`src/rtl/waveform_player.sv`:
```
// waveform_player
//   Plays samples out of a 256x8 waveform ROM. A start pulse begins playback. The player
//   walks the ROM from address 0 by a programmable step. Between samples it waits a
//   programmable number of idle cycles. Each ROM word is presented on a valid/ready
//   stream. Playback is either one-shot (ends on the first address carry) or a continuous
//   loop (the address wraps modulo 2^ADDR_W). A stop pulse aborts playback at any time.
//
// Ports
//   clk           system clock, rising edge
//   reset         synchronous, active-high reset
//   start         1-cycle pulse, begins playback (only honoured while idle)
//   stop          1-cycle pulse, aborts playback and returns to idle
//   loop_en       1 = wrap and keep playing, 0 = one-shot; sampled live at each carry
//   step          address increment, latched at start (0 behaves as 1)
//   div           idle cycles between samples, latched at start
//   rom_addr      registered ROM address
//   rom_data      ROM word at rom_addr (combinational ROM)
//   sample        registered sample
//   sample_valid  sample holds data
//   sample_ready  consumer accepts sample when sample_valid && sample_ready
//   busy          high whenever not idle
//   done          1-cycle pulse when a one-shot pass ends
module waveform_player #(
  parameter int unsigned ADDR_W = 8,
  parameter int unsigned DATA_W = 8,
  parameter int unsigned DIV_W  = 8
) (
  input  logic              clk,
  input  logic              reset,
  input  logic              start,
  input  logic              stop,
  input  logic              loop_en,
  input  logic [ADDR_W-1:0] step,
  input  logic [DIV_W-1:0]  div,
  output logic [ADDR_W-1:0] rom_addr,
  input  logic [DATA_W-1:0] rom_data,
  output logic [DATA_W-1:0] sample,
  output logic              sample_valid,
  input  logic              sample_ready,
  output logic              busy,
  output logic              done
);

  localparam logic [1:0] StIdle = 2'd0;
  localparam logic [1:0] StWait = 2'd1;
  localparam logic [1:0] StEmit = 2'd2;
  localparam logic [1:0] StDone = 2'd3;

  localparam logic [ADDR_W-1:0] StepOne = ADDR_W'(1);
  localparam logic [DIV_W-1:0]  CntOne  = DIV_W'(1);

  logic [1:0]        state_q, state_d;
  logic [ADDR_W-1:0] addr_q, addr_d;
  logic [ADDR_W-1:0] step_q, step_d;
  logic [DIV_W-1:0]  div_q, div_d;
  logic [DIV_W-1:0]  cnt_q, cnt_d;
  logic [DATA_W-1:0] sample_q, sample_d;
  logic              valid_q, valid_d;

  // One extra bit so the carry out of the address tells us a pass has ended.
  logic [ADDR_W:0]   nxt;
  logic              handshake;

  assign nxt       = {1'b0, addr_q} + {1'b0, step_q};
  assign handshake = valid_q && sample_ready;

  always_comb begin
    state_d  = state_q;
    addr_d   = addr_q;
    step_d   = step_q;
    div_d    = div_q;
    cnt_d    = cnt_q;
    sample_d = sample_q;
    valid_d  = valid_q;

    unique case (state_q)
      StIdle: begin
        // start together with stop is treated as no request.
        if (start && !stop) begin
          step_d  = (step == '0) ? StepOne : step;
          div_d   = div;
          addr_d  = '0;
          cnt_d   = div;
          state_d = StWait;
        end
      end

      StWait: begin
        if (stop) begin
          valid_d = 1'b0;
          state_d = StIdle;
        end else if (cnt_q != '0) begin
          cnt_d = cnt_q - CntOne;
        end else begin
          sample_d = rom_data;
          valid_d  = 1'b1;
          state_d  = StEmit;
        end
      end

      StEmit: begin
        // stop wins over a simultaneous handshake: the consumer still takes that
        // sample, but playback ends without a done pulse.
        if (stop) begin
          valid_d = 1'b0;
          state_d = StIdle;
        end else if (handshake) begin
          valid_d = 1'b0;
          if (nxt[ADDR_W] && !loop_en) begin
            state_d = StDone;
          end else begin
            addr_d  = nxt[ADDR_W-1:0];
            cnt_d   = div_q;
            state_d = StWait;
          end
        end
      end

      StDone: begin
        // rom_addr deliberately keeps the last played address.
        valid_d = 1'b0;
        state_d = StIdle;
      end

      default: begin
        valid_d = 1'b0;
        state_d = StIdle;
      end
    endcase
  end

  always_ff @(posedge clk) begin
    if (reset) begin
      state_q  <= StIdle;
      addr_q   <= '0;
      step_q   <= '0;
      div_q    <= '0;
      cnt_q    <= '0;
      sample_q <= '0;
      valid_q  <= 1'b0;
    end else begin
      state_q  <= state_d;
      addr_q   <= addr_d;
      step_q   <= step_d;
      div_q    <= div_d;
      cnt_q    <= cnt_d;
      sample_q <= sample_d;
      valid_q  <= valid_d;
    end
  end

  assign rom_addr     = addr_q;
  assign sample       = sample_q;
  assign sample_valid = valid_q;
  assign busy         = (state_q != StIdle);
  // A stop arriving in the done cycle suppresses the pulse.
  assign done         = (state_q == StDone) && !stop;

endmodule

```
`config.mk`:
```
export PLATFORM = sky130hd
export DESIGN_NAME = waveform_player
export DESIGN_NICKNAME = d
export VERILOG_FILES = /design/src/rtl/waveform_player.sv
export SDC_FILE = /design/constraint.sdc
export NUM_CORES = 1
export LEC_CHECK = 0
export CELL_PAD_IN_SITES_DETAIL_PLACEMENT = 1
export CELL_PAD_IN_SITES_GLOBAL_PLACEMENT = 2
export CORE_MARGIN = 8
export CORE_UTILIZATION = 30
export CTS_CLUSTER_SIZE = 16
export DETAILED_ROUTE_END_ITERATION = 8
export DONT_BUFFER_PORTS = 1
export PLACE_DENSITY = 0.66
export SYNTH_ARGS = -nofsm -noshare
export SYNTH_HDL_FRONTEND = slang
export SYNTH_SLANG_ARGS = --single-unit
```
`constraint.sdc`:
```
create_clock -name clk -period 3.24 [get_ports clk]
set_input_delay 0.324 -clock clk [delete_from_list [all_inputs] [get_ports clk]]
set_output_delay 0.324 -clock clk [all_outputs]
set_load 0.1 [all_outputs]
```
==> key figures <==
Hold path
  • Hold Crit Class: in2reg

Worst setup path
  • CP bufs+invs: 1
  • Worst setup path class: reg2reg
  • Delay-heaviest family, CP: compound AO/OA/AOI/OAI gates
  • Crit path required time: 3400 ps
  • CP Capture Type: flip-flop
  • Worst-path maximum fanout: 17
  • Cells along the critical path: inv_1, ha_1, nand2b_4, or3_4, o21ai_0, o32ai_1
  • Max incr delay on CP: between 600 and 700 ps
  • Crit path launch type: flip-flop
  • Critical path data arrival time: around 2700 ps
  • CP max stage cell: ha_1

Timing
  • Fin crit period: about 2500 ps
  • Tcrit/Tclk final: 0.781
  • Max-slew violation count: 0
  • Worst Skew: about 4.3 ps
  • Setup violations, final: 0
  • RSZ-0062 raised after global routing: no
  • Worst slew pin tran: between 900 and 1000 ps
  • Fin. Hold Viols: 0
  • Slew headroom: 0.347
  • Peak Freq: 395 MHz
  • Total negative slack: 0 ps

Synth
  • Synthesized Nets: about 340
  • Cell taking the most area after synthesis: dfxtp_1
  • Gate Count Post-Synth: roughly 290
  • Share of the yosys chip area belonging to registers: 0.345
  • Cell variety after synth: 58
  • Post-synth top area share: 0.345
  • Synth Flop Type: dfxtp_1
  • Asr flop ratio synth: 0
  • Post-synth EDFFs: 0
  • YS warnings: 0
  • Synth Area per Inst: about 8.6 um2
  • Main area contributors after synthesis: dfxtp_1 35%, ha_1 7.0%, nand2_1 5.9%
  • Register bit total from synthesis: 43
  • Mapped Area: 0.00249 mm2

Drt
  • Drt wl/cell: 17.9 um
  • Residual DRC: 0
  • Vias per cell: around 5.3
  • Initial DRT Pass Iterations: 4
  • Initial DRC Count: 90
  • DRT antenna net count: 0
  • Final WL: 7.23 mm
  • Vias: 2,151

Finish
  • Commonest non-fill, non-tap cells in the layout: 43 x dfxtp_1, 39 x nand2_1, 26 x nor2_1
  • Number of diodes: 0
  • Synth-to-layout area growth: 11.7%
  • Share of layout cells above drive strength 1: 0.144
  • Filler instances: 958
  • Commonest non-fill, non-tap cell in the layout: dfxtp_1
  • Layout Nets: 343

Floorplanning
  • Rows: 33
  • Die Ht: 107 um
  • Initial Util: 0.306
  • DIE AREA: 0.0115 mm2
  • DIE WIDTH: ~110 um
  • Area of the core: ~0.0081 mm2
  • Ports: a little under 50

Clock network
  • PostCTS Resize Cnt: 0
  • CTS clk-pin slew, worst paths: 90 ps
  • H-tree Lvls: 2
  • Clock Sinks: 43
  • TritonCTS clock tree: done
  • Root Driver: clkbuf_8
  • Post-CTS setup repair buffer count: 0
  • CTS Hold Buffers Added: 0
  • CTS max path bufs: 2
  • Worst skew pair latency: 300 ps
  • CTS Buf Count: 5

Global routing
  • Total track usage: 0.133
  • First-pass GRT wire length: 12.3 mm
  • Grt total ovfl: 0
  • Number of global-route vias before repair: 2,310
  • Antenna violations before repair: 0
  • Largest net degree at the start of global routing: between 50 and 60

Power
  • Peak supply drop: 233 uV
  • Leakage: 1.10 nW
  • Power per Cell Area: 663 mW/mm2
  • Tot Pwr: 0.00185 W

Flow run
  • Max Cap Viol: 0

Placed design
  • Count of input and output buffers: 0
  • Post-DP HPWL: 5.40 mm
  • GP Congestion: ~0.75

Status
  • Status: finished, final reports clean
cell usage after synthesis (all sizes together) (5+ instances only):
| master | n |
|---|---|
| dfxtp | 43 |
| nand2 | 40 |
| nor2 | 26 |
| a21oi | 22 |
| ha | 14 |
| mux2i | 12 |
| nand2b | 12 |
| inv | 11 |
| clkbuf | 8 |
| nor3 | 8 |
| o21ai | 7 |
| o32ai | 6 |
| a211oi | 5 |
| nand4 | 5 |
| o21a | 5 |
| or3 | 5 |
| xor2 | 5 |
worst register-to-register path: stages (launching register included):
cell      delay, ps
dfxtp_1         350
inv_1            90
ha_1            660
nand2b_4        140
or3_4           440
o21ai_0         550
o32ai_1         150
per-stage QoR:
stage,instances,cell area [um2],hold slack [ps],worst slack (ps),utilization
after floorplan,291,2490,434,503,-
after global placement,396,2670,399,833,0.328
after detailed placement,396,2670,402,701,0.328
after CTS,404,2790,68.0,702,0.342
after global routing,404,2790,65.6,520,0.342
final,404,2790,80.0,710,0.342
power by group:
part / internal, W / switching [W]
sequential: 0.000595 / 0.000142
clock: 0.000234 / 0.000210
combinational: 0.000260 / 0.000406
path summary, 6_finish.rpt:
check                                        startpoint                       end  slack (ps)  cells past startpoint
worst min-delay path                              reset     div_q[2]$_SDFFE_PP0P_          80                      1
worst max register to register  state_q[0]$_SDFFE_PP0P_  rom_addr[2]$_SDFFE_PP0P_         710                      6
worst min register to register    div_q[5]$_SDFFE_PP0P_     div_q[5]$_SDFFE_PP0P_         460                      2
worst max-delay path            state_q[0]$_SDFFE_PP0P_  rom_addr[2]$_SDFFE_PP0P_         710                      6
cell type report:
class | count | area (um2) | share of cell area
Multi-Input combinational cell | 225 | 1550 | 0.555
Sequential cell | 43 | 861 | 0.309
Tap cell | 105 | 131 | 0.0472
Timing Repair Buffer | 12 | 90.1 | 0.0323
Clock buffer | 5 | 68.8 | 0.0247
Clock inverter | 3 | 47.5 | 0.0171
Inverter | 11 | 41.3 | 0.0148
state kept, by name, summed over array words and instances (netlist names):
signal	count
step_q	8
cnt_q	8
rom_addr	8
div_q	8
state_q	2
sample_valid	1
sample	8
metal layers:
| metal | vias to the layer above | part of all wire | global-route usage |
|---|---|---|---|
| met2 | 53 | 0.46 | 0.215 |
| met4 | 0 | 0.011 | 0.0362 |
| met1 | 1031 | 0.47 | 0.172 |
| li1 | 1061 | - | - |
| met5 | - | 0 | 0 |
| met3 | 6 | 0.062 | 0.0288 |
logic make-up (layout without fill, tap and decap cells):
family | after synthesis | in the layout | share of synthesized area
simple gates | 114 | 114 | 0.241
compound gates | 78 | 78 | 0.230
flops | 43 | 43 | 0.345
buf+inv | 23 | 31 | 0.0356
fa+ha+maj | 15 | 15 | 0.0783
mux | 12 | 12 | 0.0482
xor+xnor | 6 | 6 | 0.0211
(Power assumes the default switching activity.)
